==> config.mk <==
export PLATFORM = sky130hd
export DESIGN_NAME = spi_master
export DESIGN_NICKNAME = d
export VERILOG_FILES = /design/src/rtl/spi_master.sv
export SDC_FILE = /design/constraint.sdc
export NUM_CORES = 1
export LEC_CHECK = 0
export CAP_MARGIN = 20
export CORE_UTILIZATION = 40
export CTS_BUF_LIST = sky130_fd_sc_hd__clkbuf_2 sky130_fd_sc_hd__clkbuf_4 sky130_fd_sc_hd__clkbuf_8
export CTS_CLUSTER_DIAMETER = 80
export CTS_CLUSTER_SIZE = 28
export DETAILED_ROUTE_END_ITERATION = 12
export PLACE_DENSITY = 0.68
export SYNTH_ARGS = -nofsm -noshare
export SYNTH_HDL_FRONTEND = slang
export SYNTH_SLANG_ARGS = --single-unit
==> constraint.sdc <==
create_clock -name clk -period 2.4 [get_ports clk]
set_input_delay 0.24 -clock clk [delete_from_list [all_inputs] [get_ports clk]]
set_output_delay 0.24 -clock clk [all_outputs]
set_load 0.02 [all_outputs]
==> src/rtl/spi_master.sv <==
// SPI mode-0 master: shifts a parallel word out on mosi MSB first while
// sampling miso on each sclk falling edge into a parallel receive word.
module spi_master #(
    parameter int unsigned WIDTH   = 8,
    parameter int unsigned CLK_DIV = 2
) (
    input  logic             clk,
    input  logic             reset,
    input  logic             start,
    input  logic [WIDTH-1:0] txData,
    output logic             busy,
    output logic             done,
    output logic [WIDTH-1:0] rxData,
    output logic             csN,
    output logic             sclk,
    output logic             mosi,
    input  logic             miso
);

    localparam int unsigned DivW = (CLK_DIV > 1) ? $clog2(CLK_DIV) : 1;
    localparam int unsigned BitW = $clog2(WIDTH);

    localparam logic [DivW-1:0] DivLast = DivW'(CLK_DIV - 1);
    localparam logic [DivW-1:0] DivOne  = DivW'(1);
    localparam logic [BitW-1:0] BitLast = BitW'(WIDTH - 1);
    localparam logic [BitW-1:0] BitOne  = BitW'(1);

    localparam logic [2:0] StIdle  = 3'd0;
    localparam logic [2:0] StSetup = 3'd1;
    localparam logic [2:0] StHigh  = 3'd2;
    localparam logic [2:0] StLow   = 3'd3;
    localparam logic [2:0] StTail  = 3'd4;

    logic [2:0]       state_q,   state_d;
    logic [DivW-1:0]  div_q,     div_d;
    logic [BitW-1:0]  bit_q,     bit_d;
    logic [WIDTH-1:0] tx_q,      tx_d;
    logic [WIDTH-1:0] rx_q,      rx_d;
    logic [WIDTH-1:0] rx_data_q, rx_data_d;
    logic             cs_n_q,    cs_n_d;
    logic             sclk_q,    sclk_d;
    logic             mosi_q,    mosi_d;
    logic             busy_q,    busy_d;
    logic             done_q,    done_d;

    logic div_end;

    assign div_end = (div_q == DivLast);

    always_comb begin
        state_d   = state_q;
        div_d     = div_q;
        bit_d     = bit_q;
        tx_d      = tx_q;
        rx_d      = rx_q;
        rx_data_d = rx_data_q;
        cs_n_d    = cs_n_q;
        sclk_d    = sclk_q;
        mosi_d    = mosi_q;
        busy_d    = busy_q;
        done_d    = 1'b0;

        case (state_q)
            StIdle: begin
                if (start) begin
                    state_d = StSetup;
                    cs_n_d  = 1'b0;
                    busy_d  = 1'b1;
                    tx_d    = txData;
                    mosi_d  = txData[WIDTH-1];
                    bit_d   = '0;
                    div_d   = '0;
                end
            end

            StSetup: begin
                if (div_end) begin
                    state_d = StHigh;
                    sclk_d  = 1'b1;
                    div_d   = '0;
                end else begin
                    div_d = div_q + DivOne;
                end
            end

            StHigh: begin
                if (div_end) begin
                    sclk_d = 1'b0;
                    div_d  = '0;
                    rx_d   = {rx_q[WIDTH-2:0], miso};
                    if (bit_q == BitLast) begin
                        // Last bit: mosi keeps its value through the tail.
                        state_d = StTail;
                    end else begin
                        state_d = StLow;
                        bit_d   = bit_q + BitOne;
                        tx_d    = tx_q << 1;
                        mosi_d  = tx_q[WIDTH-2];
                    end
                end else begin
                    div_d = div_q + DivOne;
                end
            end

            StLow: begin
                if (div_end) begin
                    state_d = StHigh;
                    sclk_d  = 1'b1;
                    div_d   = '0;
                end else begin
                    div_d = div_q + DivOne;
                end
            end

            StTail: begin
                if (div_end) begin
                    state_d   = StIdle;
                    cs_n_d    = 1'b1;
                    busy_d    = 1'b0;
                    mosi_d    = 1'b0;
                    done_d    = 1'b1;
                    rx_data_d = rx_q;
                    div_d     = '0;
                end else begin
                    div_d = div_q + DivOne;
                end
            end

            default: begin
                state_d = StIdle;
                cs_n_d  = 1'b1;
                sclk_d  = 1'b0;
                mosi_d  = 1'b0;
                busy_d  = 1'b0;
                div_d   = '0;
                bit_d   = '0;
            end
        endcase
    end

    always_ff @(posedge clk) begin
        if (reset) begin
            state_q   <= StIdle;
            div_q     <= '0;
            bit_q     <= '0;
            tx_q      <= '0;
            rx_q      <= '0;
            rx_data_q <= '0;
            cs_n_q    <= 1'b1;
            sclk_q    <= 1'b0;
            mosi_q    <= 1'b0;
            busy_q    <= 1'b0;
            done_q    <= 1'b0;
        end else begin
            state_q   <= state_d;
            div_q     <= div_d;
            bit_q     <= bit_d;
            tx_q      <= tx_d;
            rx_q      <= rx_d;
            rx_data_q <= rx_data_d;
            cs_n_q    <= cs_n_d;
            sclk_q    <= sclk_d;
            mosi_q    <= mosi_d;
            busy_q    <= busy_d;
            done_q    <= done_d;
        end
    end

    assign busy   = busy_q;
    assign done   = done_q;
    assign rxData = rx_data_q;
    assign csN    = cs_n_q;
    assign sclk   = sclk_q;
    assign mosi   = mosi_q;

endmodule

==> flow_metrics.env <==
export IMPL_clockRootBuffer="clkbuf_8"
export IMPL_finalCriticalPeriod_ns=1.839
export IMPL_die_x_um=63.47
export IMPL_slew_viol_final=0
export IMPL_rows=21
export IMPL_cp_start_kind="flip-flop"
export IMPL_status="finished, final reports clean"
export IMPL_syn_inst=162
export IMPL_synthAdderAreaFrac_pct=1.656
export IMPL_gp_congestion=0.8932
export IMPL_path_clk_slew_ns=0.07
export IMPL_avgSynthCellArea_um2=9.330
export IMPL_drive_gt1_share_pct=8.287
export IMPL_crit_family="simple AND/OR/NAND/NOR gates"
export IMPL_clkSinkCount=35
export IMPL_grt_usage_pct=15.19
export IMPL_routed_wl_mm=2.881
export IMPL_cts_hold_buf=0
export IMPL_post_cts_buffers=0
export IMPL_synth_xor_area_share_pct=0
export IMPL_layout_commonest_cell="dfxtp_1"
export IMPL_register_area_um2=700.7
export IMPL_dieHeight_um=63.47
export IMPL_hold_class="reg2reg"
export IMPL_end_kind="flip-flop"
export IMPL_vias_per_cell=5.167
export IMPL_grt_ovfl_total=0
export IMPL_setup_tns_ns=0
export IMPL_start_util_pct=43.58
export IMPL_clockBufferDepth=2
export IMPL_path_class="reg2reg"
export IMPL_worstPathRequired_ns=2.58
export IMPL_ant_nets=0
export IMPL_io_pins=25
export IMPL_vias=1173
export IMPL_swShare_pct=22.80
export IMPL_crit_arrival_ns=2.02
export IMPL_dr_pass1_iters=4
export IMPL_cts_tree="yes"
export IMPL_fin_skew_ns=0.008220
export IMPL_synth_net_count=176
export IMPL_wl_per_cell_um=12.69
export IMPL_num_nets_final=195
export IMPL_multiInputGateArea_um2=735.7
export IMPL_drc=0
export IMPL_p_per_area_nw_per_um2=622.2
export IMPL_crit_fanout=18
export IMPL_maxCapViolCount=0
export IMPL_synth_distinct_cells=35
export IMPL_yosysWarningCount=0
export IMPL_max_clock_freq_mhz=543.8
export IMPL_post_dp_hpwl_mm=1.961
export IMPL_synth_seq_area_share_pct=46.36
export IMPL_critical_path_buf_inv_count=0
export IMPL_final_cell_mix="35 x dfxtp_1, 24 x clkdlybuf4s50_1, 18 x nand2_1"
export IMPL_synth_top_family_by_area="simple AND/OR/NAND/NOR gates"
export IMPL_ir_drop_v=0.0004049
export IMPL_p_comb_share_pct=9.7
export IMPL_min_path_cells=2
export IMPL_synth_seq_cells=35
export IMPL_rsz0062_at_grt="false"
export IMPL_cts_repair_resized=0
export IMPL_drt_iter0_drc=36
export IMPL_p_seq_share_pct=54.6
export IMPL_holdWs_ns=0.4570
export IMPL_crit_path_top_delay_cell="dfxtp_1"
export IMPL_clk_latency_ns=0.28
export IMPL_power_switching_uw=262.1
export IMPL_tightest_slew_ns=0.7111
export IMPL_antenna_found_initial=0
export IMPL_n_fill_cell=346
export IMPL_cts_made_buffers=5
export IMPL_grt_max_degree=36
export IMPL_period_share_pct=76.62
export IMPL_hold_viol=0
export IMPL_core_area_um2=3468
export IMPL_cp_cell_sequence="and4bb_2, nand2b_1, a221oi_1"
export IMPL_p_leak_nw=0.6278
export IMPL_die_area_um2=4028
export IMPL_htreeDepth=2
export IMPL_synth_area_um2=1511
export IMPL_grt_pass1_vias=1069
export IMPL_relSlewSlack_pct=52.47
export IMPL_synthMuxAreaShare_pct=10.60
export IMPL_pwr_share_clk_pct=35.7
export IMPL_port_buffers=24
export IMPL_synth_compound_area_share_pct=13.91
export IMPL_p_int_uw=887.7
export IMPL_cp_slowest_stage_delay_ns=0.67
export IMPL_rr_worst_depth=3
export IMPL_crit_cells=3
export IMPL_grt_pass1_wl_mm=4.864
export IMPL_finalSetupViolations=0
export IMPL_area_growth_pct=22.27
export IMPL_synthSimpleGateAreaFrac_pct=22.52
export IMPL_n_antenna_cell=0
layout make-up:
cell class              count  area share [%]
multi-input cells         111           39.81
flip-flops and latches     35           37.91
inverters                   1          0.2031
well taps                  46           3.114
clock buffers               6           4.469
clock inverters             1          0.2708
repair buffers             27           14.22
worst reg2reg max path, delay by kind of cell (launching register included):
kind               cells  cell delay [ns]
AOI/OAI and AO/OA      1             0.30
DFF                    1             0.67
and+or+nand+nor        2             0.78
Yosys cell counts:
cell,count,area (µm²)
nand4_1,4,25.02
dfxtp_1,35,700.7
buf_6,1,11.26
inv_1,1,3.750
o21ai_0,1,5.000
a31oi_1,2,12.51
nand4bb_1,1,11.26
a211o_1,2,17.52
o31ai_1,1,7.510
nor3b_1,2,15.01
a22oi_1,2,15.01
or3b_2,1,8.760
nor3_1,4,20.02
nand2_1,18,67.56
or4b_1,1,10.01
nor4b_2,1,15.01
or4_1,1,7.510
a211oi_2,1,12.51
a221oi_1,6,52.55
nor2_1,17,63.81
buf_2,6,30.03
a21oi_2,1,8.760
a21oi_1,13,65.06
ha_1,2,25.02
nor2b_1,1,6.260
o22ai_1,1,6.260
or4bb_1,1,11.26
clkbuf_1,8,30.03
and4bb_2,1,12.51
a21o_1,1,7.510
or3b_1,1,8.760
nand2b_1,4,25.02
mux2i_1,16,160.2
nand3b_1,3,22.52
nor4bb_1,1,10.01
cells by family after synthesis:
group / count (synthesis)
AND/OR/NAND/NOR: 62
AO/OA/AOI/OAI: 31
adder cells (fa/ha/maj): 2
multiplexers: 16
flip-flops: 35
buffers and inverters: 16
state kept, by name, indices dropped and copies added (netlist names):
| signal | flops |
|---|---|
| rxData | 8 |
| rx_q | 8 |
| tx_q | 7 |
| bit_q | 3 |
| state_q | 3 |
| busy | 1 |
| csN | 1 |
| div_end | 1 |
| done | 1 |
| mosi | 1 |
| sclk | 1 |
worst paths after layout:
path                                 start  slack [ns]        end
worst max-delay path            state_q[1]        0.56    tx_q[5]
worst min register to register   rxData[5]        0.46  rxData[5]
worst max register to register  state_q[1]        0.56    tx_q[5]
worst min-delay path             rxData[5]        0.46  rxData[5]
per-stage QoR:
| step | setup slack (ns) | instance area, µm² | power, mW | cells | util [%] |
|---|---|---|---|---|---|
| finish | 0.5611 | 1848 | 1.150 | 227 | 53.28 |
| global route | 0.3899 | 1848 | 1.205 | 227 | 53.28 |
| CTS | 0.5494 | 1848 | 1.166 | 227 | 53.28 |
| detailed placement | 0.5741 | 1760 | 0.7527 | 220 | 50.76 |
| global placement | 0.6090 | 1760 | 0.7507 | 220 | 50.76 |
| floorplan | 0.6634 | 1511 | 0.7134 | 162 | - |
per-layer routing:
metal / vias to the layer above / part of all wire (%) / track usage (%)
met5: - / 0 / 0
met4: 0 / 1.4 / 5.966
met3: 5 / 3.9 / 3.986
met2: 23 / 44 / 23.54
met1: 529 / 50 / 19.91
li1: 616 / - / -
power by group through the flow:
stage | Clock (mW) | Combinational (mW) | Sequential [mW]
after global routing | 0.450 | 0.124 | 0.631
after CTS | 0.426 | 0.113 | 0.627
after global placement | 0 | 0.110 | 0.640
final | 0.411 | 0.112 | 0.627
after detailed placement | 0 | 0.112 | 0.640
after floorplan | 0 | 0.0835 | 0.630
(Power assumes the default switching activity.)
==> patch 1, RTL diff (config.mk and constraints unchanged) <==
The parameter `CLK_DIV` goes from 2 to 1.
--- a/src/rtl/spi_master.sv
+++ b/src/rtl/spi_master.sv
@@ -3,5 +3,5 @@
 module spi_master #(
     parameter int unsigned WIDTH   = 8,
-    parameter int unsigned CLK_DIV = 2
+    parameter int unsigned CLK_DIV = 1
 ) (
     input  logic             clk,
Check against the original RTL: not equivalent (Yosys sat finds a counterexample within 4 cycles, from zero or initial values and one cycle with reset high).
==> patch 1 against the original RTL <==
- design area shrank 7.2%
- total power is 3.2% higher
- global-route usage grew 0.59 points
- utilization fell by 1.9 points
- routed wire length down 12%
- clock skew rose by 4.3 ps
- largest cell class is now registers
- area after synthesis fell by 7.5%
- sequential cell count shrank 1
- first-iteration DRC count fell by 22%
- sequential power is 2% lower
- setup slack worse by 170 ps
- via count down 3.2%
- synthesized cell count is 2.5% lower
==> patch 1: results (changes against the original RTL) <==
Static Leak=0.0005933 µW (-5.5%); status=finished clean; Worst Reg-to-Reg Cells=6 (+3); # nets final=194 (-0.51%); Hold Path Stages=3 (+1); CP Max Fanout=14 (-4); top post-synthesis cells by area=dfxtp_1, nand2_1, a21oi_1; RD Place Congestion=0.7215 (-19%); Worst-path clk slew=110 ps (+40 ps); Net Switching=304.5 µW (+16%); dpl hpwl=1.761 mm (-10%); largest net degree at the start of global routing=22 (-39%); drt initial violations=28 (-22%); GRT Util Overall=15.78% (+0.59 points); Worst IR Drop VDD=516.3 µV (+28%); CTS Root Cell=clkbuf_4; synth unique cells=32 (-8.6%); placed cells=219 (-0.45%); Place WS=426.1 ps (-148.0 ps); Vias/cell=5.004 (-3.2%); critical path arrival=2250 ps (+230 ps); sequential element share of the synthesized area=48.66% (+2.3 points); fillers=331 (-4.3%); DP Area=1638 µm² (-7.0%); Pwr per Cell Area=692.0 nW/µm² (+11%)
-- patch 1: changes by cell type after synthesis, sizes merged, moves of 3 or more --
| cell | delta |
|---|---|
| a221oi | -6 |
| nand2 | +32 |
| a21oi | +9 |
| a311oi | +6 |
| clkbuf | -4 |
| mux2i | -15 |
| nand4 | -4 |
| nor2 | -6 |
| nand3b | -3 |
-- patch 1: path summary, 6_finish.rpt --
check	startpoint	endpoint	slack [ps]
worst max-delay path	bit_q[0]	tx_q[5]	390
worst min-delay path	miso	rx_q[0]	450
worst min register to register	rx_q[7]	rxData[7]	460
worst max register to register	bit_q[0]	tx_q[5]	390
-- patch 1: area by class of cell --
type	instances	area (µm²)	area share, %
tap	46	57.56	3.355
multi-input combinational	113	648.1	37.78
sequential	34	680.7	39.68
clock inverter	3	40.04	2.334
timing repair buffer	25	247.7	14.44
clock buffer	5	37.54	2.188
inverter	1	3.754	0.2188
-- patch 1: critical path, delay by kind of cell (launching register included) --
| family | cells | cell delay (ps) |
|---|---|---|
| AOI/OAI and AO/OA | 2 | 790 |
| adders and majority gates | 2 | 440 |
| DFF | 1 | 350 |
| and+or+nand+nor | 2 | 330 |
-- patch 1: cell families after synthesis --
logic type                 count (synthesis)  synth area share [%]
adders and majority gates                  2                 1.789
buffers and inverters                     11                 5.008
AOI/OAI and AO/OA                         35                 18.25
DFF                                       34                 48.66
and+or+nand+nor                           75                 25.58
muxes                                      1                0.7156
-- patch 1: routing by layer --
| layer | GRT usage, % | vias up |
|---|---|---|
| li1 | - | 573 |
| met1 | 17.64 | 523 |
| met2 | 26.09 | 31 |
| met3 | 5.882 | 9 |
| met4 | 8.442 | 0 |
| met5 | 0 | - |
==> patch 2, RTL diff (config.mk and constraints unchanged) <==
Made on the original files. Make the reset (`reset`) asynchronous in one clocked block.
--- a/src/rtl/spi_master.sv
+++ b/src/rtl/spi_master.sv
@@ -139,5 +139,5 @@
     end
 
-    always_ff @(posedge clk) begin
+    always_ff @(posedge clk or posedge reset) begin
         if (reset) begin
             state_q   <= StIdle;
Check against the original RTL: differs if reset is asserted again (counterexample within 4 cycles, from zero or initial values and one cycle with reset high); with reset held inactive, the same outputs for 10 cycles.
==> patch 2 against the original RTL <==
- die area grew 4.5%
- worst hold slack lost 98 ps
- design area grew 5.5%
- routed wire length shrank 9.9%
- sequential cell count is the same
- critical path type unchanged
- utilization shrank 0.82 points
- setup slack lost 200 ps
- first-iteration DRC count shrank 11%
- non-clock buffer count shrank 1
- clock skew shrank 3.3 ps
- critical endpoint is now tx_q[2]
- area after synthesis grew 4.6%
Power is not compared: it rests on default switching activity, and its combinational part moved more than twofold at a synthesized area within 25%.
==> patch 2: results (changes against the original RTL) <==
status=finished clean; layout cell share with drive strength beyond 1=30.82% (+23 points); list of most frequent post-synthesis cells=dfrtp_1, mux2_2, nor2_1; drt pass-1 iters=4 (unchanged); Yosys Warn Count=0 (unchanged); largest net degree at the start of global routing=36 (unchanged); clock latency on the worst-skew pair=280 ps (about the same); critical path arrival=2200 ps (+180 ps); Vias=978 (-17%); I/O Buffers=24 (unchanged); CTS H-tree depth=2 (unchanged); Max clock buf depth=2 (unchanged); Fin Clk Skew=4.879 ps (-3.341 ps); asr flop ratio synth=100.0% (+100 points); drt initial violations=32 (-11%); initial antenna violation count=0 (unchanged); dominant synthesized flop cell=dfrtp_1; met1 usage=17.75% (-2.2 points); Static Leak=0.0008669 µW; GRT Util Overall=14.73% (-0.45 points); M1 WL=1.180 mm (-19%); Worst IR Drop VDD=513.7 µV; GR Layer Usage met3=3.697% (-0.29 points); sequential element share of the synthesized area=55.46% (+9.1 points); synth unique cells=30 (-14%); Worst-path clk slew=70 ps (about the same); post-cts sizing count=0 (unchanged); vias in the first global route=1066 (-0.28%); top post-synthesis cells by area=dfrtp_1, mux2_2, mux2i_1; RD Place Congestion=0.7070 (-21%); CTS Buf Count=5 (unchanged); CTS Root Cell=clkbuf_8; Syn Nets=132 (-25%); met2 routed wirelength=1.285 mm (+0.55%); routed length on met3=85 µm (-23%); postcts setup bufs=0 (unchanged); final wirelength=2.597 mm (-9.9%); first-pass GRT wire length=4.643 mm (-4.5%); CP Max Fanout=7 (-11); grt met2 use=24.22% (+0.68 points); Max Used Layer=met4; fillers=332 (-4.0%); # nets final=159 (-18%); Max transition margin=63.11% (+11 points); grt peak-use layer=met2; dpl hpwl=1.792 mm (-8.7%); # diodes=0 (unchanged); Min-Delay Path Class=in2async
patch 2: kinds of logic (layout without fill, tap and decap cells):
logic type	count (synthesis)	count (layout)	share of synthesized area, %
flip-flops	35	35	55.46
multiplexers	34	34	23.97
AND/OR/NAND/NOR	25	25	9.336
AO/OA/AOI/OAI	12	12	6.092
buffers and inverters	9	37	3.006
adder cells (fa/ha/maj)	2	2	1.582
XOR/XNOR	1	1	0.5539
patch 2: worst max-delay path, stage by stage (launching register included):
cell and delay (ps):
dfrtp_1 400, ha_1 210, ha_1 230, nand3b_1 230
a211oi_4 470, mux2_2 390
patch 2: area by class of cell:
class                      instances  share of cell area [%]
sequential                        35                   44.99
clock inverter                     2                  0.6418
timing repair buffer              26                   13.09
multi-input combinational         74                   33.70
inverter                           3                  0.5777
tap                               48                   3.081
clock buffer                       6                   3.915
patch 2: through the flow:
step / area (µm²) / util, % / worst slack [ps] / cells
floorplan: 1582 / - / 574.2 / 118
global placement: 1861 / 50.07 / 469.8 / 186
detailed placement: 1861 / 50.07 / 384.2 / 186
CTS: 1949 / 52.46 / 372.1 / 194
global route: 1949 / 52.46 / 260.3 / 194
finish: 1949 / 52.46 / 365.7 / 194
patch 2: final timing paths:
check,startpoint,end,slack (ps),depth (start not counted)
setup / recovery,bit_q[0],tx_q[2],370,5
min in group clk,csN,csN,500,2
max in group asynchronous,reset,csN,1700,3
setup reg to reg,bit_q[0],tx_q[2],370,5
hold / removal,reset,rxData[0],360,3
hold reg to reg,csN,csN,500,2
patch 2: where the power goes:
group	total (µW)	switching (µW)	internal, µW
combinational	707	281	426
sequential	951	164	786
clock	415	201	214
